### config.mk
export PLATFORM = sky130hd
export DESIGN_NAME = hamming_encoder
export DESIGN_NICKNAME = d
export VERILOG_FILES = /design/src/rtl/hamming_encoder.sv
export SDC_FILE = /design/constraint.sdc
export NUM_CORES = 1
export LEC_CHECK = 0
export CAP_MARGIN = 20
export CORE_MARGIN = 8
export CORE_UTILIZATION = 45
export CTS_CLUSTER_SIZE = 20
export DETAILED_ROUTE_END_ITERATION = 8
export HOLD_SLACK_MARGIN = 0.03
export PLACE_DENSITY = 0.73
export SYNTH_ARGS = -nofsm -noshare
export SYNTH_HDL_FRONTEND = slang
export SYNTH_SLANG_ARGS = --single-unit
### constraint.sdc
create_clock -name clk -period 1.8 [get_ports clk]
set_input_delay 0.18 -clock clk [delete_from_list [all_inputs] [get_ports clk]]
set_output_delay 0.18 -clock clk [all_outputs]
set_load 0.03 [all_outputs]
### src/rtl/hamming_encoder.sv
// Byte-to-two-codeword Hamming(7,4)+overall-parity encoder with optional fault injection.
// Each accepted byte yields the low-nibble codeword, then the high-nibble codeword.
module hamming_encoder #(
  parameter int unsigned COUNT_W = 16
) (
  input  logic               clk,
  input  logic               rst_n,
  input  logic [7:0]         in_data,
  input  logic               in_valid,
  output logic               in_ready,
  input  logic [1:0]         inj_mode,
  input  logic [2:0]         inj_pos,
  output logic [7:0]         out_code,
  output logic               out_valid,
  input  logic               out_ready,
  output logic [COUNT_W-1:0] cw_count
);

  typedef enum logic [1:0] {StIdle, StLo, StHi} state_e;

  state_e             r_state;
  logic [7:0]         r_byte;
  logic [1:0]         r_mode;
  logic [2:0]         r_pos;
  logic [7:0]         r_code;
  logic [COUNT_W-1:0] r_count;

  logic       w_in_ready;
  logic       w_out_valid;
  logic       w_take;
  logic [7:0] w_lo_code;
  logic [7:0] w_hi_code;

  function automatic logic [7:0] enc(input logic [3:0] d);
    logic c0, c1, c2;
    c0 = d[0] ^ d[1] ^ d[3];
    c1 = d[0] ^ d[2] ^ d[3];
    c2 = d[1] ^ d[2] ^ d[3];
    return {c0 ^ c1 ^ c2 ^ (^d), d[3], d[2], d[1], c2, d[0], c1, c0};
  endfunction

  function automatic logic [7:0] inject(input logic [7:0] c, input logic [1:0] m,
                                        input logic [2:0] p);
    logic [7:0] mask;
    mask = 8'h00;
    case (m)
      2'b01:   mask = 8'h01 << p;
      // Second flip wraps from bit 7 to bit 0 through the 3-bit add.
      2'b10:   mask = (8'h01 << p) | (8'h01 << (p + 3'd1));
      default: mask = 8'h00;
    endcase
    return c ^ mask;
  endfunction

  always_comb begin
    w_out_valid = (r_state != StIdle);
    w_in_ready  = (r_state == StIdle) || ((r_state == StHi) && out_ready);
    w_take      = in_valid && w_in_ready;
    w_lo_code   = inject(enc(in_data[3:0]), inj_mode, inj_pos);
    w_hi_code   = inject(enc(r_byte[7:4]), r_mode, r_pos);
  end

  always_ff @(posedge clk or negedge rst_n) begin
    if (!rst_n) begin
      r_state <= StIdle;
      r_byte  <= 8'h00;
      r_mode  <= 2'b00;
      r_pos   <= 3'd0;
      r_code  <= 8'h00;
      r_count <= '0;
    end else begin
      if (w_out_valid && out_ready) begin
        r_count <= r_count + {{(COUNT_W-1){1'b0}}, 1'b1};
      end
      if (w_take) begin
        r_byte  <= in_data;
        r_mode  <= inj_mode;
        r_pos   <= inj_pos;
        r_code  <= w_lo_code;
        r_state <= StLo;
      end else begin
        case (r_state)
          StLo: begin
            if (out_ready) begin
              r_code  <= w_hi_code;
              r_state <= StHi;
            end
          end
          StHi: begin
            if (out_ready) r_state <= StIdle;
          end
          default: ;
        endcase
      end
    end
  end

  assign in_ready  = w_in_ready;
  assign out_valid = w_out_valid;
  assign out_code  = r_code;
  assign cw_count  = r_count;

endmodule

## After elaboration in Yosys (flattened, before gate mapping)

Cells that the tools add are included.

| word-level totals | value |
|---|---|
| bits of input ports | 17 |
| output and inout bits | 26 |
| bits in registers | 39 |
| word-level logic and storage cells | 65 |

| operators by class | value |
|---|---|
| equality and inequality tests | 8 |
| add/sub/neg operators | 3 |
| muxes and demuxes | 9 |
| reductions and logical operators | 13 |
| shifts and indexed selects | 4 |
| bitwise logic cells | 22 |

Operator list:

| kind | count |
|---|---|
| $pmux W8 S2 | 2 |
| $shl A1 B3 Y8 const A | 4 |
| $mux W8 | 3 |
| $xor A1 B1 Y1 | 18 |
| $add A16 B1 Y16 const B | 1 |
| $or A8 B8 Y8 | 2 |
| $xor A8 B8 Y8 | 2 |
| $reduce_xor A4 Y1 | 2 |
| $add A3 B1 Y3 const B | 2 |
| $eq A2 B1 Y1 const B | 3 |
| $eq A2 B2 Y1 const B | 3 |
| $mux W2 | 3 |
| $ne A3 B3 Y1 const B | 2 |
| $reduce_bool A2 Y1 | 3 |
| $pmux W2 S2 | 1 |
| $logic_and A1 B1 Y1 | 3 |
| $reduce_and A3 Y1 | 1 |
| $reduce_bool A3 Y1 | 1 |
| $logic_not A2 Y1 | 1 |
| $reduce_and A2 Y1 | 1 |
| $logic_or A1 B1 Y1 | 1 |

## Depth between registers and ports, before layout

| logic depth | value |
|---|---|
| depth after elaboration | 9 |
| gate-level depth with buffers | 8 |
| mapped depth without buffers | 7 |

## Least setup slack after synthesis

OpenSTA, ideal clock, no wires.

| path | value |
|---|---|
| path type | register -> register |
| start point | reg r_state[1] |
| end point | reg r_code[6] (netlist: out_code[6]) |
| stages on the path, launching flop included | 7 |
| path slack | 53 ps |
| path buffers | 2 |
| clock period less this slack | 1747 ps |
| data required time | 1673 ps |
| setup time | 127 ps |
| data arrival time | 1619 ps |
| cell sequence | dfrtp_1 > nand2b_1 > nor2b_1 > and2_1 > buf_2 > buf_2 > a21oi_1 |

| between the ends | value |
|---|---|
| longest elaborated chain between the ends | 6 |
| elaborated cells between the ends (all ways) | 10 |
| those cells by class | 2 x eq/ne; 1 x mux; 7 x reduce/logical |

Ends and longest elaborated chain:

| element | line | source |
|---|---|---|
| start: declaration | 21 | `state_e r_state;` |
| start signal: assignment | 65 | `r_state <= StIdle;` |
| start signal: assignment | 80 | `r_state <= StLo;` |
| start signal: assignment | 86 | `r_state <= StHi;` |
| $eq A2 B2 Y1 | 57 | `w_in_ready = (r_state == StIdle) \|\| ((r_state == StHi) && out_ready);` |
| $logic_and A1 B1 Y1 | 57 |  |
| $logic_or A1 B1 Y1 * | 57 |  |
| named net in_ready | 10 | `output logic in_ready,` |
| $logic_and A1 B1 Y1 * | 58 | `w_take = in_valid && w_in_ready;` |
| $reduce_bool A2 Y1 (no source line) | n/a |  |
| $reduce_and A2 Y1 (no source line) | n/a |  |
| end signal: assignment | 79 | `r_code <= w_lo_code;` |
| end signal: assignment | 85 | `r_code <= w_hi_code;` |
| end: declaration | 25 | `logic [7:0] r_code;` |

Mark *: on every way through the listed nets, which the timed path passes. The rest lies on a longest branch.
A chain may end at the register's enable or synchronous reset.

## Worst setup path after layout

| path | value |
|---|---|
| start point | reg r_mode[1] |
| end point | reg r_code[2] (netlist: out_code[2]) |

| between the ends | value |
|---|---|
| longest elaborated chain between the ends | 6 |
| elaborated cells between the ends (all ways) | 7 |
| those cells by class | 2 x eq/ne; 4 x mux; 1 x bitwise |

Ends and longest elaborated chain:

| element | line | source |
|---|---|---|
| start: declaration | 23 | `logic [1:0] r_mode;` |
| start signal: assignment | 77 | `r_mode <= inj_mode;` |
| $eq A2 B2 Y1 or $eq A2 B1 Y1 (tied branches) | 46 | `case (m)` |
| $pmux W8 S2 * | 46 |  |
| $xor A8 B8 Y8 * | 52 | `return c ^ mask;` |
| $mux W8 * | 84 | `if (out_ready) begin` |
| $mux W8 * | 82 | `case (r_state)` |
| $mux W8 * | 75 | `if (w_take) begin` |

Mark *: on every way between the ends. The rest lies on a longest branch, timed or not. The select of a mux whose other input is x is not followed.

==> qor.csv <==
stage;metric;value;unit
outcome;status;completed;
timing;Final Hold Viols;0;
clock_tree;Hold Buf Count CTS;0;
placement;gpl congestion;0.870;
global_route;vias in the first global route;1784;
pwr;Final Total Pwr;4.39;mW
floorplanning;Die Wd;84.3;um
final_layout;ant diodes;0;
global_route;largest net degree at the start of global routing;36;
setup_path;RR Startpoint;r_mode[1];
clock_tree;Clock Tree Root;clkbuf_8;
setup_path;Critical Path RT;1.97;ns
timing;Max Freq;569;MHz
timing;period utilisation layout;97.6;%
timing;Least-Margin Pin Slew;0.449;ns
route;routed vias;1763;
timing;Slew Viols, Final;0;
floorplanning;Ports;43;
yosys;Synth Net Count;245;
clock_tree;CTS buffer count;5;
route;WL/cell;15.1;um
clock_tree;clk buf depth;2;
floorplanning;starting density of the core;45.7;%
placement;IO buf count;42;
yosys;Seq cells post-synth;35;
final_layout;# nets final;303;
timing;Slew HR;70.1;%
yosys;register area share after synthesis;41.7;%
clock_tree;Reg clk slew, reported paths;0.07;ns
final_layout;Area Overhead vs Synth;35.7;%
floorplanning;Rows;25;
setup_path;R2R Path End;out_code[2];
pwr;PwrDens;1540;nW/um^2
final_layout;fillers;400;
setup_path;critical path peak fanout;4;
global_route;initial antenna violation count;0;
setup_path;Setup crit end kind;flop;
yosys;Synth Instances;223;
clock_tree;CTS tree;done;
hold_path;Hold Path Class;input port to async pin;
timing;WHS;0.307;ns
placement;DP HPWL;3.84;mm
yosys;YS warnings;0;
clock_tree;clk_lat worst skew;0.28;ns
setup_path;CP Capture Point;out_code[2];
floorplanning;Die H;84.3;um
route;drt first pass iters;4;
setup_path;critical path class;flop to flop;
setup_path;CP arrival;1.93;ns
yosys;Syn Std Cell Area;2100;um^2
route;DRC Markers;0;
floorplanning;Die Area;7110;um^2
setup_path;Worst Reg-to-Reg Cells;7;
run;max-cap viol count;0;
timing;setup violators final;0;
route;DRT antenna net count;0;
timing;Final min period;1.76;ns
global_route;first-pass GRT wire length;8.49;mm
clock_tree;H-tree Lvls;2;
route;Iteration-0 DRC Markers;59;
timing;RSZ-0062 raised after global routing;yes;
timing;Worst Clk Skew;0.00481;ns
final_layout;layout cell share with drive strength beyond 1;16.0;%
pwr;leak pwr;1.19;nW
yosys;Distinct cells, synth;41;
setup_path;crit start category;flop;
route;drt total wl;5.06;mm
global_route;remaining global-route overflow;0;
setup_path;reg-to-reg slack, setup;0.04;ns
final_layout;most common cell after layout, fill and taps aside;clkdlybuf4s50_1;
final_layout;most frequent cells in the layout;clkdlybuf4s50_1, dfrtp_1, nand2_1;
clock_tree;TritonCTS Sinks;35;
setup_path;Worst Setup SP;r_mode[1];
pwr;Peak VDD IR;0.000858;V
global_route;Total GRT Usage;14.4;%
route;DR vias/cell;5.25;
yosys;syn avg cell area;9.43;um^2
floorplanning;core area;4600;um^2
## final cells by class
| type | count | area, um^2 | share of cell area, % |
|---|---|---|---|
| multi-input cells | 171 | 1230 | 43.1 |
| flip-flops and latches | 35 | 876 | 30.7 |
| repair buffers | 63 | 578 | 20.3 |
| clock buffers | 7 | 76.3 | 2.68 |
| well taps | 54 | 67.6 | 2.37 |
| inverters | 5 | 18.8 | 0.658 |
| clock inverters | 1 | 5.00 | 0.176 |
## logic make-up after synthesis
family	count (synthesis)	synth area share, %
AOI/OAI and AO/OA	31	8.87
xor gates and xnor gates	45	18.8
adders and majority gates	5	2.98
muxes	1	0.536
DFF	35	41.7
buffers and inverters	17	4.11
and+or+nand+nor	89	23.1
## how the worst min path moves through the flow
stage,endpoint,depth (start not counted),slack [ns]
global route,cw_count[14],2,0.34
CTS,cw_count[10],2,0.32
finish,cw_count[14],2,0.31
floorplan,cw_count[0],0,-0.12
detailed placement,cw_count[15],1,0.47
global placement,cw_count[15],1,0.46
## Yosys cell counts
| cell | instances | area [um^2] |
|---|---|---|
| buf_2 | 6 | 30.0 |
| o21ai_1 | 4 | 20.0 |
| clkbuf_1 | 4 | 15.0 |
| a31oi_1 | 2 | 12.5 |
| xnor2_1 | 32 | 280 |
| nand4_1 | 5 | 31.3 |
| and4_1 | 1 | 8.76 |
| or4b_1 | 2 | 20.0 |
| a22oi_1 | 3 | 22.5 |
| o22ai_1 | 5 | 31.3 |
| nor3_1 | 4 | 20.0 |
| inv_2 | 1 | 3.75 |
| a211oi_1 | 1 | 7.51 |
| and3b_1 | 2 | 17.5 |
| nor3b_1 | 3 | 22.5 |
| or2_1 | 1 | 6.26 |
| nand3_1 | 5 | 25.0 |
| and3_1 | 4 | 25.0 |
| nand4bb_1 | 2 | 22.5 |
| and2_1 | 2 | 12.5 |
| ha_1 | 5 | 62.6 |
| o211a_1 | 2 | 20.0 |
| o21a_1 | 1 | 7.51 |
| buf_6 | 2 | 22.5 |
| nor4b_1 | 3 | 26.3 |
| dfrtp_1 | 35 | 876 |
| mux2_2 | 1 | 11.3 |
| nand3b_1 | 1 | 7.51 |
| and4bb_1 | 1 | 12.5 |
| nor4_1 | 3 | 18.8 |
| xor2_1 | 13 | 114 |
| o21ai_0 | 5 | 25.0 |
| nor2_1 | 10 | 37.5 |
| inv_1 | 4 | 15.0 |
| or2_2 | 1 | 6.26 |
| nor2b_1 | 2 | 12.5 |
| a21oi_1 | 8 | 40.0 |
| nand4b_1 | 1 | 8.76 |
| nor4bb_1 | 1 | 10.0 |
| nand2_1 | 34 | 128 |
| nand2b_1 | 1 | 6.26 |
## report_power, final
group          switching [mW]  total [mW]  internal [mW]  leakage [nW]
Combinational            1.31        2.49           1.18         0.707
Clock                   0.268       0.540          0.271        0.0422
Sequential              0.303        1.37           1.06         0.440
Total                    1.88        4.39           2.51          1.19
## state kept, by name (all words and copies together), names as in the netlist
register,cells
r_mode,2
cw_count,16
r_byte,4
r_pos,3
out_code,8
r_state,2
## metal layers
layer	part of all wire (%)	vias up	routed length (um)	GRT usage, %
met5	0	-	0	0
met4	1.0	0	53	4.17
met3	4.4	8	223	4.65
met2	48	44	2420	23.1
met1	47	832	2360	17.8
li1	-	879	-	-
## what timing repair did
action,4_1_cts,5_1_grt
gates resized for setup,1,17
endpoints found under the setup margin,2,8
pin swaps,0,5
setup buffers,0,1
## critical path, cell delays in order (launching register included)
cell and delay (ns):
dfrtp_1 0.39, buf_4 0.14, ha_4 0.27, and4bb_1 0.21, a22oi_1 0.21, xor2_1 0.21
o211a_1 0.18, a21oi_2 0.03
## through the flow
stage	cells	setup TNS (ns)	utilization [%]	worst slack (ns)	instance area [um^2]
6_report	336	0	62.0	0.0426	2850
5_1_grt	336	-0.0686	62.0	-0.0559	2850
3_5_place_dp	327	-0.551	58.1	-0.110	2670
4_1_cts	335	-0.0286	60.0	-0.0186	2760
3_3_place_gp	327	-0.401	58.1	-0.0795	2670
2_1_floorplan	223	0	-	0.0533	2100
No activity file was read; power rests on OpenSTA's default activity.
